File: config.mk
export PLATFORM = sky130hd
export DESIGN_NAME = nibble_serial_adder
export DESIGN_NICKNAME = d
export VERILOG_FILES = /design/src/rtl/nibble_serial_adder.sv
export SDC_FILE = /design/constraint.sdc
export NUM_CORES = 1
export LEC_CHECK = 0
export CORE_AREA = 2 2 72 74
export DETAILED_ROUTE_END_ITERATION = 8
export DIE_AREA = 0 0 74 76
export DONT_BUFFER_PORTS = 1
export GPL_TIMING_DRIVEN = 0
export HOLD_SLACK_MARGIN = 0.08
export PLACE_DENSITY = 0.78
export SYNTH_ARGS = -nofsm -noshare
export SYNTH_HDL_FRONTEND = slang
export SYNTH_SLANG_ARGS = --single-unit
File: constraint.sdc
create_clock -name clk -period 3.2 [get_ports clk]
set_input_delay 0.8 -clock clk [delete_from_list [all_inputs] [get_ports clk]]
set_output_delay 0.8 -clock clk [all_outputs]
set_load 0.01 [all_outputs]
File: src/rtl/nibble_serial_adder.sv
// Multi-nibble add/subtract engine: streams WIDTH-bit operands through one
// 4-bit adder, LSB nibble first, with the carry registered between nibbles.

module addfourbit (
  input  logic [3:0] r1,
  input  logic [3:0] r2,
  input  logic       ci,
  output logic [3:0] result,
  output logic       carry
);
  assign {carry, result} = 5'(r1) + 5'(r2) + 5'(ci);
endmodule

module nibble_serial_adder #(
  parameter int unsigned WIDTH = 16
) (
  input  logic             clk,
  input  logic             rst_n,
  input  logic             start,
  input  logic [WIDTH-1:0] a,
  input  logic [WIDTH-1:0] b,
  input  logic             cin,
  input  logic             sub,
  output logic             busy,
  output logic             done,
  output logic [WIDTH-1:0] sum,
  output logic             cout,
  output logic             ovf
);
  localparam int unsigned NIB = WIDTH / 4;
  localparam int unsigned IW  = $clog2(NIB);
  localparam logic [IW-1:0] LAST = IW'(NIB - 1);

  typedef enum logic [1:0] {IDLE, RUN, DONE} state_t;

  state_t           state, state_next;
  logic [WIDTH-1:0] a_sh, b_sh;
  logic             c_reg;
  logic [IW-1:0]    idx;
  logic             a_msb, beff_msb;
  logic             accept, last;
  logic [3:0]       r1, r2, result;
  logic             ci, carry;

  assign accept = start && (state == IDLE || state == DONE);
  assign last   = (state == RUN) && (idx == LAST);
  assign busy   = (state == RUN);
  assign done   = (state == DONE);

  // Adder sees zeros outside RUN so it does not toggle on stale shift data.
  assign r1 = (state == RUN) ? a_sh[3:0] : '0;
  assign r2 = (state == RUN) ? b_sh[3:0] : '0;
  assign ci = (state == RUN) ? c_reg     : 1'b0;

  addfourbit u_add (
    .r1     (r1),
    .r2     (r2),
    .ci     (ci),
    .result (result),
    .carry  (carry)
  );

  always_comb begin
    state_next = state;
    case (state)
      IDLE:    if (accept) state_next = RUN;
      RUN:     if (last)   state_next = DONE;
      DONE:    state_next = accept ? RUN : IDLE;
      default: state_next = IDLE;
    endcase
  end

  always_ff @(posedge clk or negedge rst_n) begin
    if (!rst_n) begin
      state    <= IDLE;
      a_sh     <= '0;
      b_sh     <= '0;
      c_reg    <= 1'b0;
      idx      <= '0;
      a_msb    <= 1'b0;
      beff_msb <= 1'b0;
      sum      <= '0;
      cout     <= 1'b0;
      ovf      <= 1'b0;
    end else begin
      state <= state_next;
      if (accept) begin
        a_sh     <= a;
        b_sh     <= sub ? ~b : b;
        c_reg    <= sub ? 1'b1 : cin;
        idx      <= '0;
        a_msb    <= a[WIDTH-1];
        beff_msb <= sub ? ~b[WIDTH-1] : b[WIDTH-1];
      end else if (state == RUN) begin
        sum   <= {result, sum[WIDTH-1:4]};
        a_sh  <= {4'b0000, a_sh[WIDTH-1:4]};
        b_sh  <= {4'b0000, b_sh[WIDTH-1:4]};
        c_reg <= carry;
        idx   <= idx + 1'b1;
        // Flags are captured from the final nibble so they hold through IDLE.
        if (last) begin
          cout <= carry;
          ovf  <= (a_msb == beff_msb) && (result[3] != a_msb);
        end
      end
    end
  end
endmodule
==> results of run 1 <==
-- layer usage --
layer  vias to the layer above  wire, um  GRT usage (%)
met4                         0        89           7.27
li1                        898         -              -
met1                       919      2240           28.0
met3                         8       442           8.86
met5                         -         0              0
met2                        66      2380           30.2
-- cell families after synthesis --
logic type                 count (synthesis)  synth area share (%)
xor gates and xnor gates                  17                  5.78
AOI/OAI and AO/OA                         45                  13.2
buffers and inverters                     20                  3.59
DFF                                       57                  55.3
adders and majority gates                  6                  3.50
and+or+nand+nor                          117                  18.6
-- worst max-delay path: stages (launching register included) --
cell	delay, ps
dfrtp_1	370
nand2b_1	140
buf_2	190
inv_2	100
buf_2	220
buf_2	270
nand2_1	110
fa_1	450
nand3b_1	210
and3b_1	210
or4_1	390
a31oi_1	170
-- metrics by stage --
step / power [mW] / hold WS, ps
floorplan: 2.12 / 438
global placement: 2.36 / 451
detailed placement: 2.40 / 455
CTS: 3.12 / 141
global route: 3.35 / 141
finish: 3.09 / 159
-- report_power, final --
group	switching, mW	internal, mW	total (mW)
Combinational	0.634	0.452	1.09
Clock	0.273	0.439	0.712
Sequential	0.251	1.05	1.30
Total	1.16	1.94	3.09
-- path summary, 6_finish.rpt --
check,slack [ps],start,to,cells after the start
max,310,state[1],ovf,11
min,160,rst_n,idx[1],0
max reg2reg,310,state[1],ovf,11
min reg2reg,470,a_sh[2],a_sh[2],2
max in group asynchronous,2930,rst_n,b_sh[5],0
min in group clk,470,a_sh[2],a_sh[2],2
-- cell usage in the layout, fill, tap and decap left out, drive strengths merged, types with 3 or more instances in the layout --
| cell type | instances |
|---|---|
| nor2 | 19 |
| o21ai | 8 |
| clkbuf | 18 |
| a221o | 12 |
| dfrtp | 57 |
| a21oi | 3 |
| a22o | 4 |
| nand2 | 84 |
| and2 | 7 |
| xnor2 | 16 |
| a22oi | 8 |
| a31oi | 5 |
| buf | 13 |
| ha | 4 |
-- layout make-up --
| cell class | count | area, sq um | area share [%] |
|---|---|---|---|
| plain buffers | 18 | 85.1 | 2.96 |
| clock inverters | 2 | 35.0 | 1.22 |
| inverters | 2 | 7.51 | 0.261 |
| flip-flops and latches | 57 | 1430 | 49.5 |
| well taps | 70 | 87.6 | 3.04 |
| clock buffers | 13 | 179 | 6.21 |
| multi-input cells | 185 | 1060 | 36.8 |
==> results.md, run 1 <==
- Row count: 26
- Port bufs: 0
- Post-CTS Setup Bufs: 0
- Top-level I/O count: 57
- Largest net degree at the start of global routing: 58
- Placed insts: 332
- Crit path launch type: flop
- Biggest regs: a_sh x16, b_sh x16, sum x16
- Setup CP Type: reg2reg
- Starting DRT DRC Count: 124
- Clk_skew: 7.73 ps
- Lkg Pwr: 1.38 nW
- H-tree level count: 3
- Die area: 5620 sq um
- Cells after Synth: 262
- Core ar.: 4910 sq um
- Power per cell area: 1070 nW/um^2
- Worst-path clk slew: 60 ps
- Final GP Congestion: 0.791
- Worst Path Max Fanout: 10
- Final core occ: 58.6%
- Total GRT Usage: 20.8%
- Die Wd: 74 um
- Via density: 5.45
- Post-route minimum period: 2890 ps
- Total CTS buffers: 9
- Antenna violations before repair: 0
- Cell with the most instances after synthesis: nand2_1
- TritonCTS clock tree: done
- Vias in the first global route: 1866
- Hpwl dp: 3580 um
- DRT Pass-1 Iters: 6
- Final worst slack: 309 ps
- Relative slew slack: 64.3%
- DRT antenna net count: 0
- WL per Instance: 14.9 um
- Total gr overflow: 0
- CTS Sinks: 57
- Total Wirelength: 5160 um
- Slew Viols, Final: 0
- Share of cells above drive strength 1: 10.5%
- Dpl ws: 310 ps
- Post-synth top flop: dfrtp_1
- Post-synth EDFFs: 0
- Vias: 1891
- Placed cell areas: 2670 sq um
- Final setup viols: 0
- Hold Fails Final Rpt: 0
- Peak Freq: 346 MHz
- VDD IR max: 0.615 mV
- Mapped Area: 2580 sq um
- Register area share after synthesis: 55.3%
- HP Class: in2async
- Endpoint class of the critical path: flop
- Post-synthesis register bit count: 57
- Clock Tree Buf Depth: 2
- Area Overhead vs Synth: 11.7%
- Post-synth top area share: 55.3%
- Synth cell types: 30
- CP required: 3460 ps
- Synth area leaders: dfrtp_1, nand2_1, xnor2_1
- Asr flop ratio synth: 100%
- First-pass GRT wire length: 8830 um
- Final std cells w/o fill: 347
- Final worst path period share: 90.3%
- Die height: 76 um
- Run status: completed
- Slew @ Worst Pin: 535 ps
- RSZ-0062 raised after global routing: no
- Root buffer cell: clkbuf_8
- WP data arrival: 3150 ps
- Post-synth top cells: nand2_1, dfrtp_1, nor2_1, xnor2_1, a221o_1
- DRC viols: 0
- Hold-fix buffers, CTS: 0
- Cell taking the most area after synthesis: dfrtp_1
- Antenna diodes: 0
- Final Net Count: 316
- Fill cells: 430
- Clock insertion delay at the later pin of the skew report: 340 ps
- Finished Cell Area: 2880 sq um
- Mapped Nets: 305
- Mean Syn Cell Area: 9.84 sq um
- Max_cap viols: 0
- Starting Density: 52.5%
- Setup TNS: 0 ps
- Cts repair resizes: 0
- Ys Warns: 0
Power figures use the tool's default switching activity.
==> run 2, diff against run 1 <==
--- a/config.mk
+++ b/config.mk
@@ -5,6 +5,7 @@
 export SDC_FILE = /design/constraint.sdc
 export NUM_CORES = 1
 export LEC_CHECK = 0
+export CAP_MARGIN = 20
 export CORE_AREA = 2 2 72 74
 export DETAILED_ROUTE_END_ITERATION = 8
 export DIE_AREA = 0 0 74 76
==> results of run 2 <==
Same layout as run 1: the final DEF is identical, and so are final timing and power.
==> run 3, diff against run 2 <==
--- a/config.mk
+++ b/config.mk
@@ -5,14 +5,15 @@
 export SDC_FILE = /design/constraint.sdc
 export NUM_CORES = 1
 export LEC_CHECK = 0
-export CAP_MARGIN = 20
-export CORE_AREA = 2 2 72 74
+export CAP_MARGIN = 15
+export CORE_AREA = 2 2 61 86
 export DETAILED_ROUTE_END_ITERATION = 8
-export DIE_AREA = 0 0 74 76
+export DIE_AREA = 0 0 63 88
 export DONT_BUFFER_PORTS = 1
 export GPL_TIMING_DRIVEN = 0
 export HOLD_SLACK_MARGIN = 0.08
 export PLACE_DENSITY = 0.78
+export SKIP_LAST_GASP = 1
 export SYNTH_ARGS = -nofsm -noshare
 export SYNTH_HDL_FRONTEND = slang
 export SYNTH_SLANG_ARGS = --single-unit
==> results.md, run 3 (same netlist as run 1, synthesis figures left out) <==
- Run status: completed
- Hold-fix buffers, CTS: 0 (unchanged)
- Row count: 30 (+15%)
- Die area: 5540 sq um (-1.4%)
- VDD IR max: 0.581 mV (-5.4%)
- Total gr overflow: 0 (unchanged)
- Vias: 1857 (-1.8%)
- Core ar.: 4770 sq um (-3.0%)
- RSZ-0062 raised after global routing: no
- Worst hold slack: 153 ps (-6.70 ps)
- WL per Instance: 15.4 um (+3.7%)
- Biggest regs: a_sh x16, b_sh x16, sum x16
- Final Net Count: 316 (unchanged)
- Setup TNS: 0 ps (unchanged)
- Root buffer cell: clkbuf_8
- Hpwl dp: 3830 um (+6.9%)
- Most common cell after layout, fill and taps aside: nand2_1
- Total GRT Usage: 21.0% (+0.20 points)
- Final std cells w/o fill: 342 (-1.4%)
- Total power: 3.08 mW (-0.37%)
- Die height: 88 um (+16%)
- Total Wirelength: 5270 um (+2.2%)
- CP bufs+invs: 4 (unchanged)
- Power per cell area: 1080 nW/um^2 (+0.15%)
- Max_cap viols: 0 (unchanged)
- First-pass GRT wire length: 8750 um (-0.86%)
- Share of cells above drive strength 1: 10.4% (-0.038 points)
- Finished Cell Area: 2860 sq um (-0.52%)
- TritonCTS clock tree: done
- Largest net degree at the start of global routing: 58 (unchanged)
- Endpoint class of the critical path: flop
- Cts repair resizes: 0 (unchanged)
- Placed cell areas: 2660 sq um (-0.28%)
- Final GP Congestion: 0.749 (-5.3%)
- Post-route minimum period: 2860 ps (-32.4 ps)
- Setup CP Type: reg2reg
- Placed insts: 326 (-1.8%)
- Dpl ws: 332 ps (+21.6 ps)
- Final worst path period share: 89.3% (-1.0 points)
- Most frequent cells in the layout: nand2_1, dfrtp_1, nor2_1
- Crit path launch type: flop
- H-tree level count: 3 (unchanged)
- Starting DRT DRC Count: 74 (-40%)
- HP Class: in2async
- CP delay by family, top: simple AND/OR/NAND/NOR gates
- Vias in the first global route: 1819 (-2.5%)
- WP data arrival: 3120 ps (-30 ps)
- CTS Sinks: 57 (unchanged)
- Starting Density: 54.1% (+1.6 points)
- Total CTS buffers: 9 (unchanged)
- Clock insertion delay at the later pin of the skew report: 340 ps (about the same)
- Register area: 1430 sq um (unchanged)
- Clock Tree Buf Depth: 2 (unchanged)
- Final core occ: 60.1% (+1.5 points)
- Fill cells: 419 (-2.6%)
- Top-level I/O count: 57 (unchanged)
- Antenna violations before repair: 0 (unchanged)
- Die Wd: 63 um (-15%)
- Final setup viols: 0 (unchanged)
- Hold Fails Final Rpt: 0 (unchanged)
- Area Overhead vs Synth: 11.1%
- Critical-path cell list: nand2b_1 -> buf_2 -> inv_2 -> buf_2 -> buf_2 -> nand2_1 -> fa_1 -> nand3b_1 -> and3b_1 -> or4_1 -> a31oi_1
- DRC viols: 0 (unchanged)
- Relative slew slack: 69.5% (+5.2 points)
- Crit-path max cell delay: 430 ps (-20 ps)
- Clk_skew: 7.29 ps (-0.446 ps)
- Port bufs: 0 (unchanged)
- DRT Pass-1 Iters: 4 (-2)
- Final worst slack: 341 ps (+32.4 ps)
- Critical-path top delay cell: fa_1
- Most Frequent Cell on Critical Path: buf_2
- Via density: 5.43 (-0.36%)
- Post-CTS Setup Bufs: 0 (unchanged)
- Lkg Pwr: 1.37 nW (-0.65%)
- Worst Path Max Fanout: 10 (unchanged)
- Area of the multi-input gates: 1060 sq um (unchanged)
- Slew @ Worst Pin: 457 ps (-78.2 ps)
- Worst-path clk slew: 60 ps (about the same)
- DRT antenna net count: 0 (unchanged)
- Peak Freq: 350 MHz (+1.1%)
- Slew Viols, Final: 0 (unchanged)
- CP required: 3460 ps (about the same)
- Antenna diodes: 0 (unchanged)
## run 3: changes by cell type in the layout (fill, tap and decap cells not counted), sizes merged
cell,previous run,this run
clkinvlp,0,1
clkbuf,18,17
clkinv,1,2
## run 3: path summary, 6_finish.rpt
kind	startpoint	end	slack [ps]	depth (start not counted)
max in group asynchronous	rst_n	a_sh[0]	2950	0
hold / removal	rst_n	cout	150	0
setup / recovery	state[1]	ovf	340	11
setup reg to reg	state[1]	ovf	340	11
min in group clk	a_sh[2]	a_sh[2]	470	2
hold reg to reg	a_sh[2]	a_sh[2]	470	2
## run 3: worst register-to-register path: stages (launching register included)
cell      delay (ps)
dfrtp_1          370
nand2b_1         130
buf_2            180
inv_2            100
buf_2            220
buf_2            280
nand2_1          120
fa_1             430
nand3b_1         180
and3b_1          210
or4_1            400
a31oi_1          170
## run 3: where the power goes
| group | internal, mW | total, mW | switching, mW | leakage (nW) |
|---|---|---|---|---|
| sequential | 1.05 | 1.30 | 0.258 | 0.721 |
| combinational | 0.453 | 1.09 | 0.641 | 0.547 |
| clock | 0.402 | 0.686 | 0.284 | 0.103 |
## run 3: cell type report
class	count	share of cell area, %
clock buffers	12	5.42
inverters	2	0.262
multi-input cells	185	37.0
well taps	64	2.80
clock inverters	4	1.79
plain buffers	18	2.97
flip-flops and latches	57	49.8
## run 3: layer usage
metal	vias up	share of wire (%)	track usage, %
met1	877	39	23.2
met3	8	8.6	6.68
met4	0	1.8	10.3
li1	898	-	-
met2	74	51	36.8
met5	-	0	0
